File: src/rtl/ctrl_word_pkg.sv
// Shared types, field layout and word-building helpers for the control-word encoder.
package ctrl_word_pkg;

    localparam int CW_W    = 25;
    localparam int OP_W    = 5;
    localparam int FLAGS_W = 12;
    localparam int IMM_W   = 16;
    localparam int TAG_W   = 4;

    localparam logic [OP_W-1:0] OP_EXT = 5'h1F;

    // Head word layout: op | flags | imm[7:0]
    localparam int HEAD_OP_LSB    = 20;
    localparam int HEAD_FLAGS_LSB = 8;
    localparam int HEAD_IMM_LSB   = 0;
    localparam int HEAD_IMM_W     = 8;

    // Extension word layout: OP_EXT | tag | imm[15:0].
    // A 25-bit word has no room for a pad bit between tag and immediate,
    // so the tag sits directly above the full immediate.
    localparam int EXT_OP_LSB  = 20;
    localparam int EXT_TAG_LSB = 16;
    localparam int EXT_IMM_LSB = 0;

    typedef enum logic [1:0] {
        IDLE = 2'd0,
        HEAD = 2'd1,
        EXT  = 2'd2
    } fsm_e;

    typedef struct packed {
        logic [OP_W-1:0]    op;
        logic [FLAGS_W-1:0] flags;
        logic [IMM_W-1:0]   imm;
        logic [TAG_W-1:0]   tag;
    } cmd_t;

    localparam int CMD_W = OP_W + FLAGS_W + IMM_W + TAG_W;

    // First word of every command.
    function automatic logic [CW_W-1:0] head_word(input cmd_t c);
        return {c.op, c.flags, c.imm[HEAD_IMM_W-1:0]};
    endfunction

    // Second word, carrying the full immediate and the command tag.
    function automatic logic [CW_W-1:0] ext_word(input cmd_t c);
        return {OP_EXT, c.tag, c.imm};
    endfunction

    // A command needs a second word when its immediate does not fit the
    // head word, or when its opcode is forced to always carry one.
    function automatic logic need_ext(input cmd_t c, input logic [31:0] mask);
        return (c.imm[IMM_W-1:HEAD_IMM_W] != 8'h00) || mask[c.op];
    endfunction

endpackage

File: src/rtl/cmd_fifo.sv
// Synchronous command FIFO with valid/ready on both sides.
// in_ready is registered from the next-cycle occupancy, so a full FIFO
// refuses a push even when a pop happens in the same cycle.
module cmd_fifo #(
    parameter int WIDTH = 37,
    parameter int DEPTH = 4
) (
    input  logic             clk,
    input  logic             rst_n,
    input  logic             in_valid,
    output logic             in_ready,
    input  logic [WIDTH-1:0] in_data,
    output logic             out_valid,
    input  logic             out_ready,
    output logic [WIDTH-1:0] out_data
);

    localparam int AW = $clog2(DEPTH);
    localparam logic [AW:0] PTR_ONE = {{AW{1'b0}}, 1'b1};

    logic [WIDTH-1:0] mem_r [DEPTH];
    logic [AW:0]      wr_ptr_r;
    logic [AW:0]      rd_ptr_r;
    logic [AW:0]      wr_ptr_nxt_s;
    logic [AW:0]      rd_ptr_nxt_s;
    logic             in_ready_r;
    logic             push_s;
    logic             pop_s;
    logic             empty_s;
    logic             full_nxt_s;

    assign empty_s   = (wr_ptr_r == rd_ptr_r);
    assign push_s    = in_valid & in_ready_r;
    assign pop_s     = out_ready & ~empty_s;
    assign in_ready  = in_ready_r;
    assign out_valid = ~empty_s;
    assign out_data  = mem_r[rd_ptr_r[AW-1:0]];

    // Next pointer values and the full flag they imply.
    always_comb begin
        wr_ptr_nxt_s = wr_ptr_r;
        rd_ptr_nxt_s = rd_ptr_r;
        if (push_s) begin
            wr_ptr_nxt_s = wr_ptr_r + PTR_ONE;
        end else begin
            wr_ptr_nxt_s = wr_ptr_r;
        end
        if (pop_s) begin
            rd_ptr_nxt_s = rd_ptr_r + PTR_ONE;
        end else begin
            rd_ptr_nxt_s = rd_ptr_r;
        end
        full_nxt_s = (wr_ptr_nxt_s[AW] != rd_ptr_nxt_s[AW]) &&
                     (wr_ptr_nxt_s[AW-1:0] == rd_ptr_nxt_s[AW-1:0]);
    end

    // Pointer and ready registers.
    always_ff @(posedge clk or negedge rst_n) begin
        if (!rst_n) begin
            wr_ptr_r   <= '0;
            rd_ptr_r   <= '0;
            in_ready_r <= 1'b0;
        end else begin
            wr_ptr_r   <= wr_ptr_nxt_s;
            rd_ptr_r   <= rd_ptr_nxt_s;
            in_ready_r <= ~full_nxt_s;
        end
    end

    // Storage array, written on push.
    always_ff @(posedge clk or negedge rst_n) begin
        if (!rst_n) begin
            for (int i = 0; i < DEPTH; i++) begin
                mem_r[i] <= '0;
            end
        end else if (push_s) begin
            mem_r[wr_ptr_r[AW-1:0]] <= in_data;
        end
    end

endmodule

File: src/rtl/ctrl_word_encoder.sv
// Control-word encoder: buffers abstract commands and serialises each one
// into a head word and, when needed, an extension word on a registered
// valid/ready output port.
module ctrl_word_encoder
    import ctrl_word_pkg::*;
#(
    parameter int          FIFO_DEPTH  = 4,
    parameter logic [31:0] EXT_OP_MASK = 32'h0000_3000
) (
    input  logic                clk,
    input  logic                rst_n,
    input  logic                cmd_valid,
    output logic                cmd_ready,
    input  logic [OP_W-1:0]     cmd_op,
    input  logic [FLAGS_W-1:0]  cmd_flags,
    input  logic [IMM_W-1:0]    cmd_imm,
    output logic                word_valid,
    input  logic                word_ready,
    output logic [CW_W-1:0]     word_data,
    output logic                word_last,
    output logic                cmd_err,
    output logic [TAG_W-1:0]    tag_cnt
);

    logic             legal_s;
    logic             fifo_in_valid_s;
    logic             fifo_in_ready_s;
    logic             accept_s;
    cmd_t             in_cmd_s;
    logic             fifo_out_valid_s;
    logic [CMD_W-1:0] fifo_out_data_s;
    cmd_t             fifo_head_s;
    logic             pop_s;

    logic [TAG_W-1:0] tag_cnt_r;
    logic             cmd_err_r;

    fsm_e             state_r;
    fsm_e             state_nxt_s;
    cmd_t             hold_r;
    cmd_t             hold_nxt_s;
    logic             word_valid_r;
    logic             word_valid_nxt_s;
    logic [CW_W-1:0]  word_data_r;
    logic [CW_W-1:0]  word_data_nxt_s;
    logic             word_last_r;
    logic             word_last_nxt_s;

    assign legal_s         = (cmd_op != OP_EXT);
    assign fifo_in_valid_s = cmd_valid & legal_s;
    assign accept_s        = cmd_valid & fifo_in_ready_s;
    assign in_cmd_s        = '{op: cmd_op, flags: cmd_flags, imm: cmd_imm,
                               tag: tag_cnt_r + 4'd1};
    assign fifo_head_s     = cmd_t'(fifo_out_data_s);

    cmd_fifo #(
        .WIDTH (CMD_W),
        .DEPTH (FIFO_DEPTH)
    ) u_cmd_fifo (
        .clk       (clk),
        .rst_n     (rst_n),
        .in_valid  (fifo_in_valid_s),
        .in_ready  (fifo_in_ready_s),
        .in_data   (in_cmd_s),
        .out_valid (fifo_out_valid_s),
        .out_ready (pop_s),
        .out_data  (fifo_out_data_s)
    );

    // Tag counter advances on every accepted legal command; illegal ones pulse cmd_err.
    always_ff @(posedge clk or negedge rst_n) begin
        if (!rst_n) begin
            tag_cnt_r <= 4'd0;
            cmd_err_r <= 1'b0;
        end else begin
            if (accept_s && legal_s) begin
                tag_cnt_r <= tag_cnt_r + 4'd1;
            end
            cmd_err_r <= accept_s & ~legal_s;
        end
    end

    // Next state and next output words; loading a new head pops the FIFO.
    always_comb begin
        state_nxt_s      = state_r;
        hold_nxt_s       = hold_r;
        word_valid_nxt_s = word_valid_r;
        word_data_nxt_s  = word_data_r;
        word_last_nxt_s  = word_last_r;
        pop_s            = 1'b0;
        case (state_r)
            IDLE: begin
                if (fifo_out_valid_s) begin
                    pop_s            = 1'b1;
                    hold_nxt_s       = fifo_head_s;
                    state_nxt_s      = HEAD;
                    word_valid_nxt_s = 1'b1;
                    word_data_nxt_s  = head_word(fifo_head_s);
                    word_last_nxt_s  = ~need_ext(fifo_head_s, EXT_OP_MASK);
                end else begin
                    state_nxt_s      = IDLE;
                end
            end
            HEAD: begin
                if (word_ready) begin
                    if (need_ext(hold_r, EXT_OP_MASK)) begin
                        state_nxt_s      = EXT;
                        word_valid_nxt_s = 1'b1;
                        word_data_nxt_s  = ext_word(hold_r);
                        word_last_nxt_s  = 1'b1;
                    end else if (fifo_out_valid_s) begin
                        pop_s            = 1'b1;
                        hold_nxt_s       = fifo_head_s;
                        state_nxt_s      = HEAD;
                        word_valid_nxt_s = 1'b1;
                        word_data_nxt_s  = head_word(fifo_head_s);
                        word_last_nxt_s  = ~need_ext(fifo_head_s, EXT_OP_MASK);
                    end else begin
                        state_nxt_s      = IDLE;
                        word_valid_nxt_s = 1'b0;
                        word_data_nxt_s  = '0;
                        word_last_nxt_s  = 1'b0;
                    end
                end else begin
                    state_nxt_s = HEAD;
                end
            end
            EXT: begin
                if (word_ready) begin
                    if (fifo_out_valid_s) begin
                        pop_s            = 1'b1;
                        hold_nxt_s       = fifo_head_s;
                        state_nxt_s      = HEAD;
                        word_valid_nxt_s = 1'b1;
                        word_data_nxt_s  = head_word(fifo_head_s);
                        word_last_nxt_s  = ~need_ext(fifo_head_s, EXT_OP_MASK);
                    end else begin
                        state_nxt_s      = IDLE;
                        word_valid_nxt_s = 1'b0;
                        word_data_nxt_s  = '0;
                        word_last_nxt_s  = 1'b0;
                    end
                end else begin
                    state_nxt_s = EXT;
                end
            end
            default: begin
                state_nxt_s      = IDLE;
                word_valid_nxt_s = 1'b0;
                word_data_nxt_s  = '0;
                word_last_nxt_s  = 1'b0;
            end
        endcase
    end

    // State, holding register and registered output word.
    always_ff @(posedge clk or negedge rst_n) begin
        if (!rst_n) begin
            state_r      <= IDLE;
            hold_r       <= '0;
            word_valid_r <= 1'b0;
            word_data_r  <= '0;
            word_last_r  <= 1'b0;
        end else begin
            state_r      <= state_nxt_s;
            hold_r       <= hold_nxt_s;
            word_valid_r <= word_valid_nxt_s;
            word_data_r  <= word_data_nxt_s;
            word_last_r  <= word_last_nxt_s;
        end
    end

    assign cmd_ready  = fifo_in_ready_s;
    assign word_valid = word_valid_r;
    assign word_data  = word_data_r;
    assign word_last  = word_last_r;
    assign cmd_err    = cmd_err_r;
    assign tag_cnt    = tag_cnt_r;

endmodule

File: config.mk
export PLATFORM = sky130hd
export DESIGN_NAME = ctrl_word_encoder
export DESIGN_NICKNAME = d
export VERILOG_FILES = /design/src/rtl/ctrl_word_pkg.sv /design/src/rtl/cmd_fifo.sv /design/src/rtl/ctrl_word_encoder.sv
export SDC_FILE = /design/constraint.sdc
export NUM_CORES = 1
export LEC_CHECK = 0
export ABC_CLOCK_PERIOD_IN_PS = 2600
export CORE_UTILIZATION = 40
export CTS_BUF_LIST = sky130_fd_sc_hd__clkbuf_16
export DETAILED_ROUTE_END_ITERATION = 12
export GPL_TIMING_DRIVEN = 0
export PLACE_DENSITY = 0.67
export SYNTH_ARGS = -nofsm -noshare
export SYNTH_HDL_FRONTEND = slang
export SYNTH_SLANG_ARGS = --single-unit
File: constraint.sdc
create_clock -name clk -period 2.6 [get_ports clk]
set_input_delay 0.52 -clock clk [delete_from_list [all_inputs] [get_ports clk]]
set_output_delay 0.52 -clock clk [all_outputs]
set_load 0.01 [all_outputs]
### After elaboration in Yosys (flattened, before gate mapping)

Memories as Yosys holds them, arrays and structs flattened.
Cells that the tools add are included.

* bits of input ports: 37
* output and inout port bits: 33
* word-level logic and storage cells: 101
* bits in read-only memories: 64
* memories kept: 2
* register bits: 226

* reductions and logical operators: 11
* bitwise logic cells: 11
* $lt $le $gt $ge: 5
* add/subtract/negate cells: 3
* multiplexer cells: 42
* equal/unequal tests: 10

Memory list
* (name not given): words 32, bits a word 1, rd ports 1, clocked after Yosys merged registers in 0, write ports 0, line ctrl_word_pkg.sv:53 `return (c.imm[IMM_W-1:HEAD_IMM_W] != 8'h00) || mask[c.op];`
* (name not given): words 32, bits a word 1, rd ports 1, clocked after Yosys merged registers in 0, write ports 0, line ctrl_word_pkg.sv:53

Operator list (count)
* $mux W37: 7
* $bwmux W148: 1
* $mux W25: 5
* $pmux W37 S3: 1
* $pmux W25 S3: 1
* $bmux W37 S2: 1
* $demux W37 S2: 1
* $mux W1: 16
* $reduce_bool A8 Y1: 2
* $lt A5 B6 Y1 const B: 2
* $pmux W1 S3: 3
* $ne A2 B2 Y1 const B: 4
* $add A3 B1 Y3 const B: 2
* $ge A3 B3 Y1 const B: 2
* $mux W2: 3
* $mux W3: 2
* $not A2 Y3: 2
* $pmux W2 S3: 1
* $and A1 B1 Y1: 5
* $ne A5 B5 Y1 const B: 1
* $add A4 B1 Y4 const B: 1
* $not A1 Y1: 4
* $reduce_and A4 Y1: 1
* $eq A3 B3 Y1: 1
* 10 further kinds: 13

### Longest topological paths before layout

Gate-level depths: netlist (run 1).

* word-level depth: 12
* depth in mapped cells: 9
* gate-level depth less buffers: 8

### Cells and area by module

From an unflattened synthesis (run 1), not the netlist that was laid out.

* cells, all modules: 636
* area, all modules: 9743.1 um2

By module, submodules not included
* cmd_fifo: instances 1, seq. area each 3878.7 um2, cells each 405, area an instance 6861.6 um2
* ctrl_word_encoder: instances 1, seq. area each 1451.4 um2, cells each 231, area an instance 2881.5 um2

### Least setup slack after synthesis (run 1)

OpenSTA, ideal clock, no wires.

* path kind: register -> register
* start point: register hold_r[13] (netlist bit)
* end point: register hold_r[0] (netlist bit)
* slack: 0.345 ns
* data arrival time: 2.131 ns
* setup time: 0.125 ns
* path buffers: 1
* cell stages (with the launch flop): 8
* data required time: 2.475 ns
* clock period less this slack: 2.255 ns
* path through: dfrtp_1 -> or4_1 -> or3_4 -> nand2_1 -> a21oi_1 -> nor2_4 -> buf_6 -> mux2_2

* word-level cells in the longest chain between the ends: 4

RTL lines
* from (decl): line ctrl_word_encoder.sv:40 `cmd_t hold_r;`
* from (signal assigned): line ctrl_word_encoder.sv:166 `hold_r <= hold_nxt_s;`
* $reduce_bool A8 Y1: line ctrl_word_pkg.sv:53
* $logic_or A1 B1 Y1: line ctrl_word_pkg.sv:53
* $ne A2 B2 Y1 (no line)
* $reduce_and A4 Y1 (no line)

Every way passes these cells.
A chain may end at the register's enable or synchronous reset.

### Worst setup path after layout (run 1)

* start point: register hold_r[13] (netlist bit)
* end point: register hold_r[33] (netlist bit)

Same word-level chain as after synthesis.

==> run_results.csv, run 1 <==
group,metric,value,unit
detailed_routing,top_layer,"met4",
global_routing,antenna_found_initial,1,
global_routing,overflow,0,
sta,hold_violations,0,
die,dieArea,0.0238,sq mm
sta,period_share,96.7,%
clock_tree,postCtsHoldBufs,0,
run,drv_cap,0,
detailed_routing,wirelength,21700,um
setup_path,crit_fanout,10,
clock_tree,cts_tree,"built",
clock_tree,cts_sinks,213,
layout,drive_gt1_share,35.1,%
setup_path,crit_required,2980,ps
power,total_power,16.2,mW
clock_tree,htree_levels,1,
run_status,status,"finished, final reports clean",
setup_path,cp_slowest_cell,"or4_4",
sta,finalSetupViolCount,0,
clock_tree,path_clk_slew,60,ps
global_routing,grt_pass1_vias,6211,
setup_path,timing.rr.start,"hold_r[13]$_DFFE_PN0P_",
layout,finish.utilization,48.7,%
setup_path,worstPathCellList,"or4_4 > or3_4 > nand2_1 > a21oi_1 > nor2_4 > buf_8 > mux2_2",
placed_design,gp_congestion,0.821,
detailed_routing,ant_nets,0,
die,core_region_area,0.0227,sq mm
placed_design,hpwl,14900,um
setup_path,worst_setup_path_end_kind,"flip-flop",
setup_path,path_delay_family,"simple AND/OR/NAND/NOR gates",
detailed_routing,wl_met2,11000,um
detailed_routing,drc,0,
hold_path,worstHoldPathType,"in2async",
sta,slew_headroom,19.1,%
die,rows,55,
die,pin_count,70,
global_routing,grt_pass1_wl,34900,um
die,die_w,154,um
synth,netlist_instances,631,
sta,drv_slew,0,
power,ir_drop,0.730,mV
layout,layout.nets,777,
clock_tree,cts_root_buffer,"clkbuf_16",
setup_path,regToRegEndpoint,"hold_r[33]$_DFFE_PN0P_",
power,powerDensity,1460,mW/mm^2
detailed_routing,vias,5664,
die,initial_core_util,40.8,%
setup_path,worstRegToRegCells,7,
detailed_routing,dr_wl_met3,1040,um
setup_path,startpoint,"hold_r[13]$_DFFE_PN0P_",
detailed_routing,drt_iter0_markers,285,
die,die_h,154,um
synth,avgSynthCellArea,14.7,sq um
power,p_leak,4.76,nW
synth,synth_ff_type,"dfrtp_1",
setup_path,setup.worst_path.start_class,"flip-flop",
layout,synthToLayoutAreaGrowth,19.4,%
sta,fmax,398,MHz
layout,antenna_cells,0,
synth,synth_fp_nets,678,
placed_design,portBuffers,69,
sta,skew,7.45,ps
global_routing,grt_max_degree,111,
clock_tree,insertion_delay,500,ps
detailed_routing,wl_per_cell,21.1,um
setup_path,crit_path_end,"hold_r[33]$_DFFE_PN0P_",
clock_tree,clock_path_buffers,3,
setup_path,critPathMaxStageDelay,560,ps
synth,synth_warnings,0,
setup_path,path_buf_inv,1,
detailed_routing,dr.pass1.iters,5,
setup_path,crit_type,"reg2reg",
clock_tree,cts_buffers,23,
synth,ys_types,40,
synth,ys_seq_area_share,57.5,%
synth,synthesis.area,0.00927,sq mm
setup_path,reg2reg_slack,90,ps
synth,async_flop_share,100,%
synth,synth_edf_count,0,
detailed_routing,wl_met1,9180,um
setup_path,arrival,2890,ps
layout,fill_cells,1944,
sta,max_slew.worst_pin.slew,1210,ps
synth,ys_seq_elements,213,
setup_path,path_depth,7,
detailed_routing,avgViaCountPerCell,5.51,
sta,period_minus_slack,2510,ps
global_routing,grt_usage,19.1,%
[registers in the layout, summed over array words and instances, names as in the netlist]
signal / cells
word_last: 1
u_cmd_fifo.wr_ptr_r: 3
tag_cnt: 4
cmd_err: 1
word_data: 25
state_r: 2
word_valid: 1
u_cmd_fifo.in_ready: 1
hold_r: 24
u_cmd_fifo.rd_ptr_r: 3
u_cmd_fifo.mem_r: 148
[per-layer routing]
metal | vias up | track usage, %
met5 | - | 0
met1 | 3005 | 25.0
li1 | 2503 | -
met2 | 121 | 33.2
met3 | 35 | 2.69
met4 | 0 | 5.43
[layout by cell type, fill, tap and decap left out, types with 2 or more instances in the layout]
cell,netlist,routed
nor2_1,11,11
a222oi_1,8,8
nand3_1,5,5
buf_8,0,2
a21oi_1,4,4
clkdlybuf4s50_1,0,68
ha_1,10,10
a31oi_1,4,4
clkbuf_16,0,23
buf_2,4,5
buf_4,1,5
and3_1,2,2
mux4_2,37,37
mux2_2,162,162
clkbuf_2,0,13
mux2i_1,2,2
clkbuf_1,20,10
nand2_1,56,56
buf_1,7,3
clkinv_1,0,10
inv_1,13,17
o21ai_0,21,21
xnor2_1,11,11
dfrtp_1,213,213
a22oi_1,12,12
nor4_1,2,2
nor3_1,2,2
xor2_1,4,4
[repair_timing]
item,in CTS,in global routing
pin swaps,0,1
resized for setup,6,26
gates cloned,0,0
buffers inserted,0,4
hold endpoints to repair,0,0
endpoints found under the setup margin,41,112
[Yosys cell counts, types with 2 or more instances]
cell	count	area share [%]
or4_1	2	0.16
a22oi_1	12	0.97
nor3_1	2	0.11
nor4_1	2	0.13
mux2i_1	2	0.22
a31oi_1	4	0.27
mux2_2	162	20
and3_1	2	0.13
mux4_2	37	9.0
a21oi_1	4	0.22
xnor2_1	11	1.0
a222oi_1	8	0.86
xor2_1	4	0.38
buf_1	7	0.28
ha_1	10	1.4
buf_2	4	0.22
inv_1	13	0.53
clkbuf_1	20	0.81
nand3_1	5	0.27
nand2_1	56	2.3
dfrtp_1	213	58
buf_6	3	0.36
nor2_1	11	0.45
o21ai_0	21	1.1
[worst register-to-register path, cell delays in order, from the launching register on]
cell and delay [ps]:
dfrtp_1 410, or4_4 560, or3_4 420, nand2_1 110, a21oi_1 100, nor2_4 250
buf_8 190, mux2_2 350
[worst min-delay path by stage]
stage	depth (start not counted)	end	slack, ps	startpoint
after floorplan	0	cmd_err$_DFF_PN0_	220	rst_n
after global placement	2	word_data[7]$_DFFE_PN0P_	450	hold_r[11]$_DFFE_PN0P_
after detailed placement	2	word_data[3]$_DFFE_PN0P_	460	hold_r[7]$_DFFE_PN0P_
after CTS	1	word_data[3]$_DFFE_PN0P_	90	rst_n
after global routing	1	word_data[3]$_DFFE_PN0P_	120	rst_n
final	1	word_data[3]$_DFFE_PN0P_	40	rst_n
[layout make-up]
type                            count  area, sq um  share of cell area [%]
Tap cell                          285          357                    3.22
Timing Repair Buffer               74          753                    6.81
Multi-Input combinational cell    370         3750                    33.9
Clock inverter                     15         57.6                   0.520
Clock buffer                       23          576                    5.20
Inverter                           13         48.8                   0.441
Sequential cell                   213         5330                    48.2
Buffer                             35          193                    1.74
[stage by stage]
stage | cells | TNS, ps | hold WS (ps) | setup slack, ps | cell area [sq um]
after floorplan | 631 | 0 | 224 | 345 | 9270
after global placement | 985 | -1577550 | 448 | -7120 | 10300
after detailed placement | 986 | -65810 | 456 | -595 | 10300
after CTS | 1024 | 0 | 89.3 | 1.65 | 11000
after global routing | 1028 | -0.996 | 118 | -0.996 | 11100
final | 1028 | 0 | 40.0 | 85.2 | 11100
[report_power, final]
part           switching (mW)  total [mW]  internal [mW]
sequential              0.958        5.99           5.04
clock                    1.24        2.82           1.58
combinational            3.38        7.33           3.95
total                    5.58        16.2           10.6
[logic make-up (layout without fill, tap and decap cells)]
logic type      Yosys count  count (layout)  synth area share [%]
fa+ha+maj                10              10                  1.35
compound gates           55              55                  4.13
flops                   213             213                  57.5
mux                     201             201                  28.9
xor+xnor                 16              16                  1.59
buf+inv                  48             160                  2.28
simple gates             88              88                  4.24
Note: power is estimated with default switching activity, not from simulation.
==> inputs of run 2 (changes only) <==
Settings changed: CORE_MARGIN from default to 3, SLEW_MARGIN from default to 20.
==> run 2 against run 1 <==
Clock skew rose by 17 ps. Highest routed layer unchanged. Register-to-register slack lost 20 ps. Largest cell class unchanged. Sequential power hardly changed. Power grew 0.38%. Critical path type unchanged. Via count is 1.6% lower.
==> run_results.csv, run 2 (same netlist as run 1, synthesis figures left out) <==
group,metric,value,unit
run_status,status,"finished, final reports clean",
layout,largest_reg_flops,148,
layout,fill_cells,1957,
layout,regArea,0.00533,sq mm
setup_path,cp_slowest_cell,"or4_1",
die,rows,55,
layout,antenna_cells,0,
clock_tree,htree_levels,1,
setup_path,reg2reg_slack,60,ps
clock_tree,insertion_delay,520,ps
detailed_routing,vias,5576,
clock_tree,cts_tree,"built",
setup_path,regToRegEndpoint,"hold_r[2]$_DFFE_PN0P_",
clock_tree,cts_sinks,213,
placed_design,portBuffers,69,
detailed_routing,wl_per_cell,20.7,um
setup_path,crit_required,2980,ps
sta,skew,24.4,ps
sta,slew_headroom,49.3,%
global_routing,grt_max_degree,90,
clock_tree,path_clk_slew,60,ps
die,pin_count,70,
sta,max_slew.worst_pin.slew,760,ps
power,clkPwrFrac,19.0,%
sta,finalSetupViolCount,0,
detailed_routing,drc,0,
setup_path,setup.worst_path.start_class,"flip-flop",
detailed_routing,avgViaCountPerCell,5.41,
die,die_w,158,um
global_routing,grt_pass1_vias,6075,
layout,final_common_cell,"dfrtp_1",
clock_tree,cts_buffers,23,
layout,multiInputGateArea,0.00374,sq mm
clock_tree,clock_path_buffers,3,
layout,largest_register,"u_cmd_fifo.mem_r",
die,core_region_area,0.0227,sq mm
layout,layout.nets,777,
sta,period_share,97.7,%
setup_path,crit_fanout,10,
setup_path,critPathMaxStageDelay,600,ps
layout,synthToLayoutAreaGrowth,20.1,%
sta,fmax,394,MHz
setup_path,path_delay_family,"simple AND/OR/NAND/NOR gates",
power,p_seq_share,36.8,%
layout,stdcell_area,0.0111,sq mm
power,p_leak,4.80,nW
layout,layout_common_cells,"dfrtp_1, mux2_2, clkdlybuf4s50_1",
setup_path,startpoint,"hold_r[13]$_DFFE_PN0P_",
setup_path,path_depth,7,
layout,drive_gt1_share,35.4,%
power,intPower,10.7,mW
setup_path,path_buf_inv,1,
placed_design,placed_area,0.0104,sq mm
power,power_frac_comb,44.3,%
power,ir_drop,0.747,mV
die,die_h,158,um
placed_design,hpwl,15000,um
global_routing,antenna_found_initial,0,
power,total_power,16.2,mW
setup_path,worstPathCellList,"or4_1 > or3_4 > nand2_1 > a21oi_1 > nor2_4 > buf_6 > mux2_2",
sta,period_minus_slack,2540,ps
global_routing,grt_usage,17.2,%
detailed_routing,ant_nets,0,
power,powerDensity,1460,mW/mm^2
placed_design,gp_congestion,0.832,
hold_path,worstHoldPathType,"reg2reg",
global_routing,overflow,0,
setup_path,worst_setup_path_end_kind,"flip-flop",
power,switching_share,34.1,%
detailed_routing,drt_iter0_markers,411,
detailed_routing,wirelength,21400,um
clock_tree,cts_root_buffer,"clkbuf_16",
setup_path,worstRegToRegCells,7,
hold_path,min_delay_path_depth,2,
die,initial_core_util,40.8,%
sta,hold_violations,0,
hold_path,hold_path.startpoint,"hold_r[10]$_DFFE_PN0P_",
hold_path,holdPathEnd,"word_data[6]$_DFFE_PN0P_",
sta,hold_ws,466,ps
die,dieArea,0.0250,sq mm
setup_path,crit_type,"reg2reg",
power,power.switching,5.53,mW
detailed_routing,dr.pass1.iters,5,
placed_design,pre_cts_ws,-592,ps
setup_path,arrival,2920,ps
global_routing,grt_pass1_wl,33500,um
sta,drv_slew,0,
run,drv_cap,0,
sta,finalWorstSetupSlack,60.7,ps
setup_path,timing.rr.start,"hold_r[13]$_DFFE_PN0P_",
[run 2: cell count changes in the layout (fill, tap and decap cells not counted), moves of 2 or more]
cell	previous run	this run
clkinv_1	10	7
buf_6	1	3
clkinv_2	1	3
buf_4	5	3
bufinv_16	0	2
[run 2: power by group through the flow]
| stage | clock (mW) | sequential [mW] | combinational [mW] |
|---|---|---|---|
| 2_1_floorplan | 0 | 5.78 | 5.08 |
| 3_3_place_gp | 0 | 5.87 | 6.83 |
| 3_5_place_dp | 0 | 6.01 | 7.13 |
| 4_1_cts | 3.16 | 5.96 | 7.23 |
| 5_1_grt | 3.29 | 6.14 | 7.77 |
| 6_report | 3.08 | 5.96 | 7.18 |
[run 2: worst max path at each step]
| stage | slack, ps | endpoint |
|---|---|---|
| after detailed placement | -590 | u_cmd_fifo.mem_r[26]$_DFFE_PN0P_ |
| after floorplan | 340 | hold_r[0]$_DFFE_PN0P_ |
| after global placement | -7180 | u_cmd_fifo.mem_r[111]$_DFFE_PN0P_ |
| after global routing | -40 | hold_r[2]$_DFFE_PN0P_ |
| final | 60 | hold_r[2]$_DFFE_PN0P_ |
| after CTS | 10 | word_data[16]$_DFFE_PN0P_ |
[run 2: layout make-up]
cell class	instances	share of cell area [%]
Buffer	35	1.62
Inverter	13	0.438
Tap cell	285	3.20
Timing Repair Buffer	74	6.97
Sequential cell	213	47.9
Clock inverter	18	1.16
Multi-Input combinational cell	370	33.6
Clock buffer	23	5.17
[run 2: worst min-delay path, cell delays in order, from the launching register on]
cell and delay, ps:
dfrtp_1 340, nand2_1 50, nand2_1 50
[run 2: per-layer routing]
layer	global-route usage [%]	vias up	share of wire [%]
met3	3.12	26	5.7
met4	3.61	0	1.6
li1	-	2499	-
met5	0	-	0
met1	22.9	2925	42
met2	29.7	126	51
[run 2: through the flow]
| stage | TNS [ps] | std cells | util [%] |
|---|---|---|---|
| after floorplan | 0 | 631 | - |
| after CTS | 0 | 1031 | 49.0 |
| after global placement | -1587320 | 985 | 45.4 |
| after detailed placement | -71830 | 987 | 45.7 |
| final | 0 | 1031 | 49.0 |
| after global routing | -364 | 1031 | 49.0 |
[run 2: timing repair]
action,4_1_cts,5_1_grt
setup endpoints to repair,49,79
buffers inserted,2,0
hold buffers,1,0
pin swaps,1,1
gates resized for setup,8,15
endpoints found under the hold margin,45,0
